==> src/rtl/counter_8b.sv <==
// rtl/counter_8b.sv - free-running up-counter with synchronous active-high reset
//
// Purpose: counts rising clock edges and presents the running count.
// Ports:
//   value  out  WIDTH  current count, straight from the state register
//   clk    in   1      rising-edge clock, sole clock domain
//   reset  in   1      synchronous active-high reset, loads RESET_VALUE
module counter_8b #(
  parameter int WIDTH       = 8,
  parameter int RESET_VALUE = 0,
  parameter int STEP        = 1
) (
  output logic [WIDTH-1:0] value,
  input  logic             clk,
  input  logic             reset
);

  // Parameters are truncated to the counter width; the add then wraps
  // naturally modulo 2**WIDTH with no carry out kept.
  localparam logic [WIDTH-1:0] RST_W  = WIDTH'(RESET_VALUE);
  localparam logic [WIDTH-1:0] STEP_W = WIDTH'(STEP);

  always_ff @(posedge clk) begin
    if (reset) begin
      value <= RST_W;
    end else begin
      value <= value + STEP_W;
    end
  end

endmodule

==> config.mk <==
export PLATFORM = sky130hd
export DESIGN_NAME = counter_8b
export DESIGN_NICKNAME = d
export VERILOG_FILES = /design/src/rtl/counter_8b.sv
export SDC_FILE = /design/constraint.sdc
export NUM_CORES = 1
export LEC_CHECK = 0
export ABC_CLOCK_PERIOD_IN_PS = 3000
export CAP_MARGIN = 15
export CORE_AREA = 2 2 39 41
export DETAILED_ROUTE_END_ITERATION = 10
export DIE_AREA = 0 0 41 43
export GPL_TIMING_DRIVEN = 0
export PLACE_DENSITY = 0.44
export SYNTH_ARGS = -nofsm -noshare
export SYNTH_HDL_FRONTEND = slang
export SYNTH_SLANG_ARGS = --single-unit
==> constraint.sdc <==
create_clock -name clk -period 3 [get_ports clk]
set_input_delay 0.6 -clock clk [delete_from_list [all_inputs] [get_ports clk]]
set_output_delay 0.6 -clock clk [all_outputs]
set_load 0.005 [all_outputs]
==> qor.csv, run 1 <==
stage,metric,value,unit
status,status,finished clean,
grt,grt_pass1_wl,910,um
clock_tree,cts_tree,done,
place,gp_congestion,0.686,
finish,fin_area,427,um2
finish,final_layout_size_suffix_gt1_share,9.09,%
grt,grt_pass1_vias,264,
clock_tree,cts_resized,0,
finish,final_cells,60,
die,core_area,1380,um2
timing,tightest_slew,0.349,ns
drt,avgViaCountPerCell,4.43,
place,dpl.cell_count,57,
worst_setup_path,worstPathArrival,1.17,ns
finish,largest_reg_flops,8,
timing,drv_slew,0,
drt,drc,0,
drt,wl_per_cell,9.48,um
grt,antenna_found_initial,0,
clock_tree,htreeDepth,1,
drt,ant_nets,0,
logic_synthesis,synthMuxAreaShare,0,%
clock_tree,clk_path_buf_depth,2,
timing,rsz0062_at_grt,no,
timing,fin_crit_sh,59.1,%
worst_setup_path,required,2.40,ns
die,pin_count,10,
logic_synthesis,synth-xor-area-share,8.64,%
logic_synthesis,ys_seq_elements,8,
place,dpl_cell_area,404,um2
place,dp_hpwl,458,um
clock_tree,cts_hold_buffers,0,
worst_setup_path,end_kind,primary output,
worst_setup_path,path_cells,clkdlybuf4s50_1,
finish,reg_top3,value: 8 flops,
clock_tree,cts_made_buffers,3,
logic_synthesis,postSynthCellCount,33,
timing,setup_viol,0,
power,ir_worst_vdd,0.294,mV
worst_setup_path,max_stage_delay,0.53,ns
min_path,hp-class,register to register,
drt,wl,569,um
grt,grtUsageTotal,8.35,%
drt,vias,266,
logic_synthesis,yosysSeqAreaShare,52.7,%
clock_tree,insertion_delay,0.24,ns
worst_setup_path,crit_slowest_cell,clkdlybuf4s50_1,
grt,grt_overflow,0,
place,place.port_buffers,8,
clock_tree,clock-root-buffer,clkbuf_4,
timing,relSlewSlack,76.8,%
logic_synthesis,synth_top_family_by_area,simple AND/OR/NAND/NOR gates,
worst_setup_path,critPathBufInv,1,
timing,finalCriticalPeriod,1.77,ns
logic_synthesis,netlist_area,304,um2
power,pwr_density_cell,478,nW/um2
die,initial_core_util,22.0,%
logic_synthesis,synth_cell_types,15,
timing,finalSetupTns,0,ns
logic_synthesis,synth_area_per_cell,9.21,um2
logic_synthesis,synth-edff-count,0,
timing,clock.fmax,564,MHz
logic_synthesis,synth-simple-area-share,22.2,%
worst_setup_path,critPathKind,register to primary output,
logic_synthesis,ys.flop_type,dfxtp_1,
drt,drt_first_iter_violations,1,
clock_tree,clkTransAtPathRegs,0.05,ns
die,die_area,1760,um2
job,cap_violations,0,
logic_synthesis,synthAdderAreaFrac,4.12,%
power,cellLeakagePower,0.145,nW
finish,n_antenna_cell,0,
finish,max_flop_register,value,
worst_setup_path,cp_top_family,buffers and inverters,
finish,syn_to_final_growth,40.3,%
clock_tree,cts_setup_buffers,0,
worst_setup_path,path_max_fanout,5,
die,rows,14,
die,die_x,41,um
timing,finalHoldViolCount,0,
timing,skew,0.000782,ns
die,die_height,43,um
logic_synthesis,synth_compound_area_share,9.88,%
finish,fill_cells,159,
clock_tree,cts_sinks,8,
drt,dr.pass1.iters,2,
logic_synthesis,synthesis.nets,36,
grt,grt_start_max_net_pins,9,
logic_synthesis,yosysWarnings,0,
worst_setup_path,startpoint_type,register,
finish,nets,49,
timing,holdWs,0.472,ns
logic_synthesis,async_flop_share,0,%
[logic make-up (layout without fill, tap and decap cells)]
kind of cell               Yosys count  in the layout
and+or+nand+nor                     13             13
adders and majority gates            1              1
DFF                                  8              8
xor gates and xnor gates             3              3
buffers and inverters                2             13
AOI/OAI and AO/OA                    6              6
[power by group]
group / leakage (nW) / internal, mW / switching, mW
Clock: 0.0138 / 0.0454 / 0.0308
Sequential: 0.0651 / 0.110 / 0.00378
Combinational: 0.0662 / 0.00880 / 0.00520
[metrics by stage]
step | utilization, % | total power [mW] | worst slack [ns]
2_1_floorplan | - | 0.121 | 1.78
3_3_place_gp | 29.2 | 0.130 | 1.48
3_5_place_dp | 29.2 | 0.130 | 1.47
4_1_cts | 30.8 | 0.210 | 1.20
5_1_grt | 30.8 | 0.219 | 1.15
6_report | 30.8 | 0.204 | 1.23
[per-layer routing]
layer / wire length (um) / track usage (%) / share of wire [%] / vias up
li1: - / - / - / 137
met1: 233 / 7.12 / 41 / 119
met2: 277 / 12.5 / 49 / 10
met3: 58 / 3.14 / 10 / 0
met4: 0 / 10.0 / 0 / 0
met5: 0 / 0 / 0 / -
[final timing paths]
kind                         endpoint  slack (ns)           startpoint  cells past startpoint
hold / removal    value[0]$_SDFF_PP0_        0.47  value[0]$_SDFF_PP0_                      1
hold reg to reg   value[0]$_SDFF_PP0_        0.47  value[0]$_SDFF_PP0_                      1
setup / recovery             value[4]        1.23  value[4]$_SDFF_PP0_                      1
setup reg to reg  value[6]$_SDFF_PP0_        1.72  value[0]$_SDFF_PP0_                      4
[cell type report]
class,instances,area [um2],area share (%)
plain buffers,1,3.75,0.880
multi-input cells,23,136,32.0
repair buffers,8,80.1,18.8
flip-flops and latches,8,160,37.5
well taps,16,20.0,4.69
inverters,1,3.75,0.880
clock buffers,3,22.5,5.28
[cells in the mapped netlist, types with 2 or more instances]
master | n | area share [%]
dfxtp_1 | 8 | 53
nor2_1 | 4 | 4.9
a21oi_1 | 3 | 4.9
o21ai_0 | 3 | 4.9
or3_1 | 3 | 6.2
nand3_1 | 2 | 3.3
xnor2_1 | 2 | 5.8
[layout by cell type, fill, tap and decap left out, types with 2 or more instances in the layout]
cell / Yosys / routed
nand3_1: 2 / 2
o21ai_0: 3 / 3
or3_1: 3 / 3
xnor2_1: 2 / 2
dfxtp_1: 8 / 8
clkdlybuf4s50_1: 0 / 8
clkbuf_4: 0 / 3
a21oi_1: 3 / 3
nor2_1: 4 / 4
(Power assumes the default switching activity.)
==> inputs of run 2 (changes only) <==
--- a/config.mk
+++ b/config.mk
@@ -5,7 +5,7 @@
 export SDC_FILE = /design/constraint.sdc
 export NUM_CORES = 1
 export LEC_CHECK = 0
-export ABC_CLOCK_PERIOD_IN_PS = 3000
+export ABC_CLOCK_PERIOD_IN_PS = 1800
 export CAP_MARGIN = 15
 export CORE_AREA = 2 2 39 41
 export DETAILED_ROUTE_END_ITERATION = 10
==> constraint.sdc (replaced) <==
create_clock -name clk -period 1.8 [get_ports clk]
set_input_delay 0.36 -clock clk [delete_from_list [all_inputs] [get_ports clk]]
set_output_delay 0.36 -clock clk [all_outputs]
set_load 0.005 [all_outputs]
==> results of run 2 <==
The final DEF is identical to that of run 1. Status: finished clean.
Main changes from that run: setup slack after placement 1.47 ns -> 0.509 ns; setup slack after layout 1.23 ns -> 0.267 ns; hold slack 0.472 ns -> 0.446 ns; register-to-register setup slack 1.72 ns -> 0.52 ns; total power 0.204 mW -> 0.340 mW; worst IR drop on VDD 0.294 mV -> 0.491 mV
